### config.mk
export PLATFORM = sky130hd
export DESIGN_NAME = dendrite_update_scheduler
export DESIGN_NICKNAME = d
export VERILOG_FILES = /design/src/rtl/dendrite_update_scheduler.sv
export SDC_FILE = /design/constraint.sdc
export NUM_CORES = 1
export LEC_CHECK = 0
export ABC_AREA = 1
export CORE_ASPECT_RATIO = 1.1
export CORE_MARGIN = 4
export CORE_UTILIZATION = 40
export DETAILED_ROUTE_END_ITERATION = 16
export HOLD_SLACK_MARGIN = 0.05
export PLACE_DENSITY = 0.61
export SLEW_MARGIN = 25
export SYNTH_ARGS = -nofsm -noshare
export SYNTH_HDL_FRONTEND = slang
export SYNTH_SLANG_ARGS = --single-unit
### constraint.sdc
create_clock -name clk -period 4.5 [get_ports clk]
set_clock_uncertainty 0.2 [all_clocks]
set_input_delay 0.675 -clock clk [delete_from_list [all_inputs] [get_ports clk]]
set_output_delay 0.675 -clock clk [all_outputs]
set_load 0.02 [all_outputs]
### src/rtl/dendrite_update_scheduler.sv
// Dendrite membrane file updated by one shared saturating adder: queued synaptic events
// and, when DENDRITE_SCHED_LEAK_EN is defined, a per-tick leak sweep over every compartment.
module dendrite_update_scheduler #(
    parameter int NUM_DEND    = 8,
    parameter int WORD_LENGTH = 16,
    parameter int FIFO_DEPTH  = 4,
    parameter int LEAK_SHIFT  = 3
) (
    input  logic                        clk,
    input  logic                        reset,
    input  logic                        ev_valid,
    output logic                        ev_ready,
    input  logic [$clog2(NUM_DEND)-1:0] ev_idx,
    input  logic [WORD_LENGTH-1:0]      ev_current,
    input  logic                        tick,
    output logic                        busy,
    output logic                        upd_valid,
    output logic [$clog2(NUM_DEND)-1:0] upd_idx,
    output logic [WORD_LENGTH-1:0]      upd_vmem,
    input  logic [$clog2(NUM_DEND)-1:0] rd_idx,
    output logic [WORD_LENGTH-1:0]      rd_vmem,
    output logic                        tick_overrun
);

    localparam int IDX_W = $clog2(NUM_DEND);
    localparam int PTR_W = $clog2(FIFO_DEPTH);
    localparam logic [PTR_W:0] FIFO_FULL_COUNT = (PTR_W + 1)'(FIFO_DEPTH);
    localparam logic signed [WORD_LENGTH-1:0] VMEM_MAX = {1'b0, {(WORD_LENGTH - 1){1'b1}}};
    localparam logic signed [WORD_LENGTH-1:0] VMEM_MIN = {1'b1, {(WORD_LENGTH - 1){1'b0}}};

    logic signed [WORD_LENGTH-1:0] vmem [NUM_DEND];

    // Event FIFO: pointers carry one extra wrap bit so full and empty are distinguishable.
    logic [IDX_W-1:0]              fifo_idx     [FIFO_DEPTH];
    logic signed [WORD_LENGTH-1:0] fifo_current [FIFO_DEPTH];
    logic [PTR_W:0]                wr_ptr;
    logic [PTR_W:0]                rd_ptr;
    logic [PTR_W:0]                fifo_count;
    logic                          fifo_empty;
    logic                          fifo_full;
    logic                          push;
    logic                          pop;
    logic [IDX_W-1:0]              head_idx;
    logic signed [WORD_LENGTH-1:0] head_current;

    assign fifo_count   = wr_ptr - rd_ptr;
    assign fifo_empty   = (fifo_count == '0);
    assign fifo_full    = (fifo_count == FIFO_FULL_COUNT);
    assign ev_ready     = !fifo_full;
    assign push         = ev_valid && !fifo_full;
    assign head_idx     = fifo_idx[rd_ptr[PTR_W-1:0]];
    assign head_current = fifo_current[rd_ptr[PTR_W-1:0]];

    always_ff @(posedge clk) begin
        if (reset) begin
            wr_ptr <= '0;
            rd_ptr <= '0;
        end else begin
            if (push) wr_ptr <= wr_ptr + 1'b1;
            if (pop)  rd_ptr <= rd_ptr + 1'b1;
        end
    end

    // NOTE: FIFO payload is deliberately not reset; the pointers alone decide which entries are live.
    always_ff @(posedge clk) begin
        if (push) begin
            fifo_idx[wr_ptr[PTR_W-1:0]]     <= ev_idx;
            fifo_current[wr_ptr[PTR_W-1:0]] <= $signed(ev_current);
        end
    end

    // Shared datapath: one W+1-bit adder, clamped back to the W-bit signed range.
    logic                          wr_en;
    logic [IDX_W-1:0]              wr_idx;
    logic signed [WORD_LENGTH-1:0] opnd_a;
    logic signed [WORD_LENGTH:0]   opnd_b;
    logic signed [WORD_LENGTH:0]   event_b;
    logic signed [WORD_LENGTH:0]   sum;
    logic signed [WORD_LENGTH-1:0] sat_sum;

    assign event_b = $signed({head_current[WORD_LENGTH-1], head_current});
    assign sum     = $signed({opnd_a[WORD_LENGTH-1], opnd_a}) + opnd_b;

    always_comb begin
        sat_sum = sum[WORD_LENGTH-1:0];
        if (sum[WORD_LENGTH] != sum[WORD_LENGTH-1]) begin
            sat_sum = sum[WORD_LENGTH] ? VMEM_MIN : VMEM_MAX;
        end
    end

`ifdef DENDRITE_SCHED_LEAK_EN
    typedef enum logic {
        S_IDLE,
        S_LEAK
    } state_t;

    localparam logic [IDX_W-1:0] LAST_IDX = IDX_W'(NUM_DEND - 1);

    state_t                        state;
    state_t                        state_next;
    logic [IDX_W-1:0]              sweep_cnt;
    logic [IDX_W-1:0]              sweep_cnt_next;
    logic                          sweep_start;
    logic                          tick_pending;
    logic signed [WORD_LENGTH-1:0] leak_amt;

    assign leak_amt = vmem[sweep_cnt] >>> LEAK_SHIFT;
    assign busy     = (state != S_IDLE) || !fifo_empty;

    always_ff @(posedge clk) begin
        if (reset) begin
            state     <= S_IDLE;
            sweep_cnt <= '0;
        end else begin
            state     <= state_next;
            sweep_cnt <= sweep_cnt_next;
        end
    end

    // NOTE: every output of this block gets a default first so no path can infer a latch.
    always_comb begin
        state_next     = state;
        sweep_cnt_next = sweep_cnt;
        sweep_start    = 1'b0;
        pop            = 1'b0;
        wr_en          = 1'b0;
        wr_idx         = head_idx;
        opnd_a         = vmem[head_idx];
        opnd_b         = event_b;
        case (state)
            S_IDLE: begin
                if (tick_pending) begin
                    state_next     = S_LEAK;
                    sweep_cnt_next = '0;
                    sweep_start    = 1'b1;
                end else if (!fifo_empty) begin
                    pop   = 1'b1;
                    wr_en = 1'b1;
                end
            end
            S_LEAK: begin
                wr_en          = 1'b1;
                wr_idx         = sweep_cnt;
                opnd_a         = vmem[sweep_cnt];
                opnd_b         = -$signed({leak_amt[WORD_LENGTH-1], leak_amt});
                sweep_cnt_next = sweep_cnt + 1'b1;
                if (sweep_cnt == LAST_IDX) state_next = S_IDLE;
            end
            default: state_next = S_IDLE;
        endcase
    end

    // A tick landing in the cycle the pending one is consumed re-arms instead of overrunning.
    always_ff @(posedge clk) begin
        if (reset) begin
            tick_pending <= 1'b0;
            tick_overrun <= 1'b0;
        end else if (tick) begin
            if (tick_pending && !sweep_start) tick_overrun <= 1'b1;
            else                              tick_pending <= 1'b1;
        end else if (sweep_start) begin
            tick_pending <= 1'b0;
        end
    end
`else
    logic unused_tick;

    assign unused_tick  = tick ^ (LEAK_SHIFT != 0);
    assign busy         = !fifo_empty;
    assign tick_overrun = 1'b0;

    always_comb begin
        pop    = !fifo_empty;
        wr_en  = !fifo_empty;
        wr_idx = head_idx;
        opnd_a = vmem[head_idx];
        opnd_b = event_b;
    end
`endif

    // NOTE: the membrane file is reset element by element because reset must zero every compartment.
    always_ff @(posedge clk) begin
        if (reset) begin
            for (int i = 0; i < NUM_DEND; i++) vmem[i] <= '0;
            upd_valid <= 1'b0;
            upd_idx   <= '0;
            upd_vmem  <= '0;
        end else begin
            upd_valid <= wr_en;
            if (wr_en) begin
                vmem[wr_idx] <= sat_sum;
                upd_idx      <= wr_idx;
                upd_vmem     <= sat_sum;
            end
        end
    end

    assign rd_vmem = vmem[rd_idx];

endmodule

==> results of run 1 <==
-- final timing paths --
kind | startpoint | slack [ns] | cells after the start | endpoint
worst max-delay path | flop | 0.30 | 21 | vmem[6][2]
worst min register to register | wr_ptr[2] | 0.28 | 1 | wr_ptr[2]
worst max register to register | flop | 0.30 | 21 | vmem[6][2]
worst min-delay path | wr_ptr[2] | 0.28 | 1 | wr_ptr[2]
-- repair_timing --
| item | 4_1_cts | 5_1_grt |
|---|---|---|
| pin swaps | 1 | 3 |
| setup buffers | 2 | 8 |
| resized for setup | 1 | 8 |
| setup endpoints to repair | 69 | 142 |
-- cell usage after synthesis (all sizes together) --
master / instances / share of area [%]
dfxtp: 28 / 4.6
or2: 16 / 0.82
ha: 23 / 2.4
buf: 38 / 1.7
a21oi: 126 / 6.0
o21ai: 181 / 7.4
inv: 151 / 4.7
clkinv: 2 / 0.062
fa: 1 / 0.16
nor3: 4 / 0.16
nand4: 9 / 0.87
clkbuf: 42 / 1.3
conb: 1 / 0.031
and2: 1 / 0.051
o211ai: 8 / 0.49
a21o: 7 / 0.43
o21bai: 3 / 0.19
xnor2: 4 / 0.29
nand2: 268 / 8.4
edfxtp: 204 / 50
o22ai: 15 / 0.77
nand3: 26 / 1.1
a31oi: 16 / 0.82
nor2: 194 / 6.0
a32oi: 3 / 0.37
xor2: 8 / 0.58
and3: 1 / 0.051
-- placed cells by master (no fill, tap or decap), types with 2 or more instances in the layout --
| cell type | instances |
|---|---|
| xnor2_1 | 4 |
| nand3_1 | 26 |
| clkbuf_16 | 27 |
| nand2_1 | 262 |
| a31oi_1 | 16 |
| clkinv_2 | 4 |
| a21oi_2 | 7 |
| ha_1 | 23 |
| buf_6 | 2 |
| o21ai_0 | 181 |
| dfxtp_1 | 27 |
| clkinv_4 | 2 |
| a32oi_4 | 2 |
| or2_1 | 9 |
| clkdlybuf4s50_1 | 62 |
| a21o_1 | 7 |
| bufinv_16 | 2 |
| or2_2 | 6 |
| buf_12 | 10 |
| o22ai_1 | 15 |
| nor3_1 | 4 |
| a21oi_4 | 6 |
| xor2_1 | 8 |
| nand2_2 | 4 |
| o21bai_1 | 3 |
| edfxtp_1 | 204 |
| buf_4 | 74 |
| a21oi_1 | 113 |
| o211ai_1 | 8 |
| clkinv_1 | 5 |
| nor2_1 | 192 |
| nand4_2 | 8 |
| clkinvlp_4 | 2 |
| inv_2 | 5 |
| inv_1 | 144 |
| clkbuf_1 | 6 |
-- sequential cells by signal, indices dropped and copies added (netlist names), named ones only --
name and cells:
fifo_current 64, fifo_idx 12, rd_ptr 3, upd_idx 3, upd_valid 1, upd_vmem 16
vmem 128, wr_ptr 3
-- layout make-up --
cell class	count	area (um2)	area share [%]
inverter	153	580.6	3.980
tap	408	510.5	3.499
sequential	232	6688	45.84
timing repair buffer	148	1399	9.589
multi-input combinational	915	4587	31.44
clock buffer	33	698.2	4.786
clock inverter	13	125.1	0.8577
-- per-layer routing --
| metal | wire length, um | track usage, % | up-vias | share of wire, % |
|---|---|---|---|---|
| li1 | - | - | 4821 | - |
| met1 | 13610 | 25.03 | 4600 | 42 |
| met2 | 16010 | 33.27 | 312 | 50 |
| met3 | 2139 | 2.472 | 48 | 6.6 |
| met4 | 575 | 4.599 | 0 | 1.8 |
| met5 | 0 | 0 | - | 0 |
-- logic make-up after synthesis --
logic type / count (synthesis) / share of synthesized area (%)
adder cells (fa/ha/maj): 24 / 2.529
buffers and inverters: 233 / 7.699
AO/OA/AOI/OAI: 359 / 16.47
AND/OR/NAND/NOR: 519 / 17.48
other: 1 / 0.03081
flip-flops: 232 / 54.93
XOR/XNOR: 12 / 0.8634
-- per-stage QoR --
step | area, um2 | utilization (%)
6_report | 14590 | 48.93
2_1_floorplan | 12170 | -
4_1_cts | 14480 | 48.57
3_3_place_gp | 13620 | 45.68
3_5_place_dp | 13620 | 45.68
5_1_grt | 14590 | 48.93
==> qor.csv, run 1 <==
metric,value,unit
status,"complete, no violations",
antenna_found_initial,0,
core,29810,um2
via_per_inst,5.142,
die_w,174.3,um
yosysSeqAreaShare,54.93,%
die_h,191.0,um
worstSetupPathType,reg2reg,
ant_nets,0,
drtIter0Drc,658,
drv_cap,0,
grt_pass1_vias,9261,
dp.cells,1846,
drt_pass1_iterations,5,
hp-class,reg2reg,
cts_tree,yes,
syn-mean-instance-area,8.821,um2
cp.required,4.55,ns
post-dp-hpwl,22.07,mm
synth_cell_type_count,40,
cts.path.max_buffers,3,
worst_setup_path_start_kind,flop,
drt_drc_violations_left,0,
fp-row-count,66,
grt_overflow,0,
root_buffer,clkbuf_16,
path_buf_inv,6,
cts_made_buffers,26,
io_buffers,62,
slowest_stage,dfxtp_1,
start_util,40.83,%
cts_hold_buf,0,
syn_inst,1380,
area_growth,19.84,%
drive_gt1_share,11.24,%
cp_top_family,simple AND/OR/NAND/NOR gates,
grt_pass1_wl,50.29,mm
place_congestion,0.8402,
clk_latency,0.52,ns
path_clk_slew,0.06,ns
crit_chain,clkinvlp_4 -> nand3_1 -> nand2_4 -> buf_4 -> inv_2 -> buf_6 -> nor2_1 -> o21ai_0 -> nand2_1 -> a21o_1 -> inv_1 -> ha_1 -> a21oi_1 -> nand2_1 -> a21oi_1 -> nand3_1 -> nand2_2 -> nand2_8 -> a21oi_2 -> buf_4 -> nor2_1,
diodes,0,
rsz0062_at_grt,no,
cp-end-kind,flop,
vias,9781,
yosys_warnings,0,
fin_cells,1902,
finalMaxSlewViolations,0,
fin_hold_ws,0.2756,ns
cts_sinks,232,
cts_max_level,1,
hold_viol,0,
grt_use_total,18.95,%
dieArea,33290,um2
arrival,4.26,ns
syn_area,12170,um2
worstMarginPinSlew,0.9282,ns
fillCellCount,2835,
finalCriticalPeriod,4.204,ns
grt_max_degree,94,
drt-total-wl,32.34,mm
nets,1526,
syn_nets,1430,
yosys_register_bits,232,
post-place-ws,-0.2022,ns
io_pins,65,
fin_ws,0.2960,ns
crit_fanout,20,
fmax,237.9,MHz
finalCritPeriodShare,93.42,%
relSlewSlack,37.97,%
setup-tns-final,0,ns
wl_per_cell,17.00,um
setup_viol,0,
slowest_delay,0.41,ns
Power of run 1 is not shown: default switching activity piles up to over one toggle a cycle in this logic, so the estimate is an artifact.
==> run 2: changes to the inputs <==
GPL_ROUTABILITY_DRIVEN = 0   (was default)
SLEW_MARGIN = 10   (was 25)
clock period = 4.45 ns   (was 4.5 ns; I/O delays follow)
==> run 2 against run 1 <==
Compared with the run above: cell area rose by 0.12%; utilization rose by 0.059 points; worst setup slack got worse by 0.048 ns; first-iteration DRC count rose by 39%; maximum frequency barely moved; sequential share of layout area fell by 0.055 points; critical path depth rose by 4; register-to-register slack got worse by 0.05 ns; critical path type unchanged; critical endpoint is now vmem[6][12].
==> qor.csv, run 2 (synthesis results as in run 1) <==
metric,value,unit,change
path_buf_inv,7,,was 6
die_h,191.0,um,unchanged
diodes,0,,unchanged
antenna_found_initial,0,,unchanged
wl_per_cell,17.12,um,was 17.00 um
drtIter0Drc,917,,was 658
fillCellCount,2796,,was 2835
crit_fanout,8,,was 20
grt_pass1_vias,9297,,was 9261
fp-row-count,66,,unchanged
arrival,4.26,ns,about the same
dieArea,33290,um2,unchanged
slowest_stage,fa_1,,was dfxtp_1
worst_setup_path_start_kind,flop,,unchanged
area_growth,19.98,%,was 19.84%
drt_pass1_iterations,6,,was 5
io_buffers,62,,unchanged
post-place-ws,-0.1349,ns,was -0.2022 ns
regMostFlops,vmem,,unchanged
worstHoldStart,wr_ptr[2],,unchanged
hold_depth,1,,unchanged
fin_ws,0.2476,ns,was 0.2960 ns
root_buffer,clkbuf_16,,unchanged
holdPathEnd,wr_ptr[2],,unchanged
ant_nets,0,,unchanged
layout_common_cells,"262 x nand2_1, 204 x edfxtp_1, 192 x nor2_1",,unchanged
die_w,174.3,um,unchanged
start_util,40.83,%,unchanged
cts_tree,yes,,unchanged
fmax,238.0,MHz,was 237.9 MHz
drt_drc_violations_left,0,,unchanged
cts_max_level,1,,unchanged
finalCriticalPeriod,4.202,ns,was 4.204 ns
finalCritPeriodShare,94.44,%,was 93.42%
final_common_cell,nand2_1,,unchanged
worstMarginPinSlew,0.8785,ns,was 0.9282 ns
cp.required,4.51,ns,was 4.55 ns
reg2reg_slack,0.25,ns,was 0.30 ns
cp_top_family,simple AND/OR/NAND/NOR gates,,unchanged
core,29810,um2,unchanged
cts.path.max_buffers,3,,unchanged
via_per_inst,5.163,,was 5.142
drv_cap,0,,unchanged
cpMostUsedCell,nand2_1,,
grt_overflow,0,,unchanged
slowest_delay,0.46,ns,was 0.41 ns
finalMaxSlewViolations,0,,unchanged
nets,1523,,was 1526
cts_made_buffers,26,,unchanged
hp-class,reg2reg,,unchanged
status,"complete, no violations",,unchanged
drive_gt1_share,11.26,%,was 11.24%
hold_viol,0,,unchanged
cp-end-kind,flop,,unchanged
grt_max_degree,53,,was 94
path_clk_slew,0.06,ns,about the same
cts_sinks,232,,unchanged
post-dp-hpwl,22.16,mm,was 22.07 mm
grt_use_total,19.09,%,was 18.95%
io_pins,65,,unchanged
r2r-end,vmem[6][12],,was vmem[6][2]
worstSetupPathType,reg2reg,,unchanged
rr_worst_depth,25,,was 21
rsz0062_at_grt,no,,unchanged
relSlewSlack,41.29,%,was 37.97%
largest_reg_flops,128,,unchanged
cts_hold_buf,0,,unchanged
grt_pass1_wl,50.32,mm,was 50.29 mm
drt-total-wl,32.53,mm,was 32.34 mm
vias,9810,,was 9781
setup_viol,0,,unchanged
clk_latency,0.53,ns,was 0.52 ns
[run 2: cell types whose count changed in the layout (fill, tap and decap cells not counted), moves of 2 or more]
cell	previous run	this run
clkbuf_1	6	4
buf_4	74	69
clkinv_1	5	8
a21oi_1	113	111
nand2_4	1	3
[run 2: area by class of cell]
class / count / area, um2 / area share [%]
sequential: 232 / 6688 / 45.79
multi-input combinational: 916 / 4622 / 31.65
timing repair buffer: 144 / 1381 / 9.458
clock buffer: 31 / 690.7 / 4.729
inverter: 153 / 581.8 / 3.984
tap: 408 / 510.5 / 3.495
clock inverter: 16 / 131.4 / 0.8995
[run 2: through the flow]
| stage | hold slack (ns) | setup TNS (ns) | instances | cell area (um2) | util (%) |
|---|---|---|---|---|---|
| 5_1_grt | 0.3002 | 0 | 1900 | 14610 | 48.99 |
| 6_report | 0.2670 | 0 | 1900 | 14610 | 48.99 |
| 3_5_place_dp | 0.2643 | -1.925 | 1849 | 13660 | 45.84 |
| 2_1_floorplan | 0.2430 | 0 | 1380 | 12170 | - |
| 4_1_cts | 0.2728 | 0 | 1898 | 14510 | 48.69 |
| 3_3_place_gp | 0.2555 | -0.3432 | 1849 | 13660 | 45.84 |
[run 2: metal layers]
layer,vias up,GRT usage [%],share of wire (%)
met1,4659,24.15,41
met5,-,0,0
li1,4807,-,-
met4,0,4.325,1.7
met3,41,3.145,6.9
met2,303,34.42,50
[run 2: repair_timing]
| item | CTS | global route |
|---|---|---|
| setup buffers | 2 | 1 |
| resized for setup | 0 | 17 |
| pin swaps | 1 | 4 |
| endpoints found under the setup margin | 30 | 144 |
| cloned | 0 | 1 |
[run 2: worst max-delay path by stage]
stage	slack, ns	end	depth (start not counted)	start
2_1_floorplan	0.56	vmem[0][13]	23	flop
3_3_place_gp	-0.04	vmem[6][1]	18	flop
3_5_place_dp	-0.13	vmem[4][0]	23	flop
4_1_cts	0.04	vmem[4][11]	24	flop
5_1_grt	0.05	vmem[4][14]	23	flop
6_report	0.25	vmem[6][12]	25	flop
[run 2: worst reg2reg max path, cell delays in order (launching register included)]
cell and delay [ns]:
dfxtp_2 0.36, inv_2 0.08, or2_2 0.30, a32oi_4 0.34, inv_2 0.14, nand2_1 0.08
a21oi_1 0.05, or2_1 0.26, inv_1 0.07, ha_1 0.16, inv_1 0.06, fa_1 0.46
inv_1 0.07, nand2_1 0.04, nand2_1 0.07, nand3_1 0.07, nand2_1 0.16, nand2_1 0.11
nand2_1 0.07, nand2_1 0.08, nand2_4 0.13, nor2_4 0.07, buf_4 0.17, a21oi_2 0.15
buf_12 0.15, nor2_1 0.05
Power of run 2 is left out for the same reason.
==> run 3: changes to the inputs <==
CORE_ASPECT_RATIO = 0.7   (was 1.1)
==> run 3 against run 2 <==
Compared with the run above: wire length rose by 0.71%; clock-buffer cell count fell by 3; via count fell by 0.45%; worst setup slack got worse by 0.020 ns.
==> qor.csv, run 3 (synthesis results as in run 1) <==
metric,value,unit,change
status,"complete, no violations",,unchanged
via_per_inst,5.121,,was 5.163
fillCellCount,2840,,was 2796
drt_pass1_iterations,7,,was 6
start_util,40.61,%,was 40.83%
grt_pass1_vias,9206,,was 9297
setup-tns-final,0,ns,unchanged
largest_reg_flops,128,,unchanged
ant_nets,0,,unchanged
worst_setup_path_start_kind,flop,,unchanged
finalMaxSlewViolations,0,,unchanged
hp-class,reg2reg,,unchanged
r2r-end,vmem[2][4],,was vmem[6][12]
cts_sinks,232,,unchanged
grt_max_degree,94,,was 53
io_buffers,62,,unchanged
holdPathEnd,wr_ptr[2],,unchanged
crit_fanout,12,,was 8
arrival,4.29,ns,was 4.26 ns
cts_tree,yes,,unchanged
regMostFlops,vmem,,unchanged
grt_overflow,0,,unchanged
path_clk_slew,0.06,ns,about the same
setup_viol,0,,unchanged
vias,9766,,was 9810
worstHoldStart,wr_ptr[2],,unchanged
drt-total-wl,32.76,mm,was 32.53 mm
reg2reg_slack,0.23,ns,was 0.25 ns
dieArea,33330,um2,was 33290 um2
finalCriticalPeriod,4.222,ns,was 4.202 ns
clk_latency,0.53,ns,about the same
layout_common_cells,"262 x nand2_1, 204 x edfxtp_1, 187 x nor2_1",,"was 262 x nand2_1, 204 x edfxtp_1, 192 x nor2_1"
drt_drc_violations_left,0,,unchanged
drive_gt1_share,11.91,%,was 11.26%
rr_worst_depth,24,,was 25
cts.path.max_buffers,3,,unchanged
cts_max_level,1,,unchanged
io_pins,65,,unchanged
relSlewSlack,26.57,%,was 41.29%
area_growth,20.18,%,was 19.98%
fmax,236.8,MHz,was 238.0 MHz
worstMarginPinSlew,1.100,ns,was 0.8785 ns
die_w,216.5,um,was 174.3 um
grt_use_total,18.93,%,was 19.09%
final_common_cell,nand2_1,,unchanged
root_buffer,clkbuf_16,,unchanged
hold_depth,1,,unchanged
hold_viol,0,,unchanged
grt_pass1_wl,50.53,mm,was 50.32 mm
drtIter0Drc,894,,was 917
antenna_found_initial,0,,unchanged
wl_per_cell,17.18,um,was 17.12 um
diodes,0,,unchanged
fp-row-count,53,,was 66
nets,1527,,was 1523
drv_cap,0,,unchanged
worstSetupPathType,reg2reg,,unchanged
cts_hold_buf,0,,unchanged
cp-end-kind,flop,,unchanged
core,29970,um2,was 29810 um2
cts_made_buffers,25,,was 26
post-dp-hpwl,22.08,mm,was 22.16 mm
cp.required,4.52,ns,was 4.51 ns
finalCritPeriodShare,94.88,%,was 94.44%
die_h,154.0,um,was 191.0 um
run 3: cell count changes in the layout (fill, tap and decap cells not counted), sizes merged:
cell	previous run	this run
nand2	269	270
clkinv	14	15
clkinvlp	2	4
bufinv	2	1
inv	151	150
clkbuf	31	29
buf	82	85
run 3: repair_timing:
action | CTS | global route
buffers inserted | 3 | 7
endpoints found under the setup margin | 34 | 135
pin swaps | 1 | 6
gates cloned | 0 | 2
resized for setup | 0 | 21
run 3: worst max-delay path by stage:
stage	from	endpoint	slack, ns	cells after the start
after floorplan	flop	vmem[0][13]	0.56	23
after global placement	flop	vmem[6][1]	-0.03	20
after detailed placement	flop	vmem[3][1]	-0.14	20
after CTS	flop	vmem[4][12]	0.09	19
after global routing	flop	vmem[0][6]	-0.03	25
final	flop	vmem[2][4]	0.23	24
run 3: cell type report:
cell class | count | area, um2 | area share, %
flip-flops and latches | 232 | 6689 | 45.72
multi-input cells | 917 | 4691 | 32.06
repair buffers | 148 | 1408 | 9.622
clock buffers | 28 | 636.9 | 4.353
inverters | 153 | 580.6 | 3.969
well taps | 412 | 515.5 | 3.524
clock inverters | 17 | 108.9 | 0.7441
run 3: metrics by stage:
step | setup slack (ns) | util (%) | hold slack, ns | area (um2) | cells
6_report | 0.2277 | 48.81 | 0.2733 | 14630 | 1907
5_1_grt | -0.03043 | 48.81 | 0.3091 | 14630 | 1907
4_1_cts | 0.08605 | 48.18 | 0.2799 | 14440 | 1898
3_5_place_dp | -0.1434 | 45.57 | 0.2714 | 13660 | 1850
3_3_place_gp | -0.03459 | 45.57 | 0.2604 | 13660 | 1850
2_1_floorplan | 0.5621 | - | 0.2430 | 12170 | 1380
run 3: per-layer routing:
| metal | track usage, % | wire length (um) | vias up |
|---|---|---|---|
| met1 | 28.64 | 15520 | 4599 |
| met4 | 3.838 | 566 | 0 |
| met5 | 0 | 0 | - |
| met2 | 29.43 | 14610 | 290 |
| li1 | - | - | 4834 |
| met3 | 2.311 | 2064 | 43 |
run 3: critical path, cell delays in order (launching register included):
cell     delay, ns
dfxtp_2       0.34
inv_1         0.06
buf_4         0.14
or2_2         0.30
a32oi_4       0.27
buf_4         0.17
inv_2         0.03
buf_4         0.18
a21oi_1       0.21
a21o_1        0.15
inv_1         0.05
ha_1          0.33
nand2_1       0.07
inv_1         0.09
nand2_1       0.06
nor3_1        0.27
nand2_1       0.13
nand2_1       0.08
nand2_1       0.08
nand2_4       0.15
nor2_4        0.08
buf_4         0.16
a21oi_2       0.11
buf_4         0.19
nor2_1        0.06
Power of run 3 is left out for the same reason.
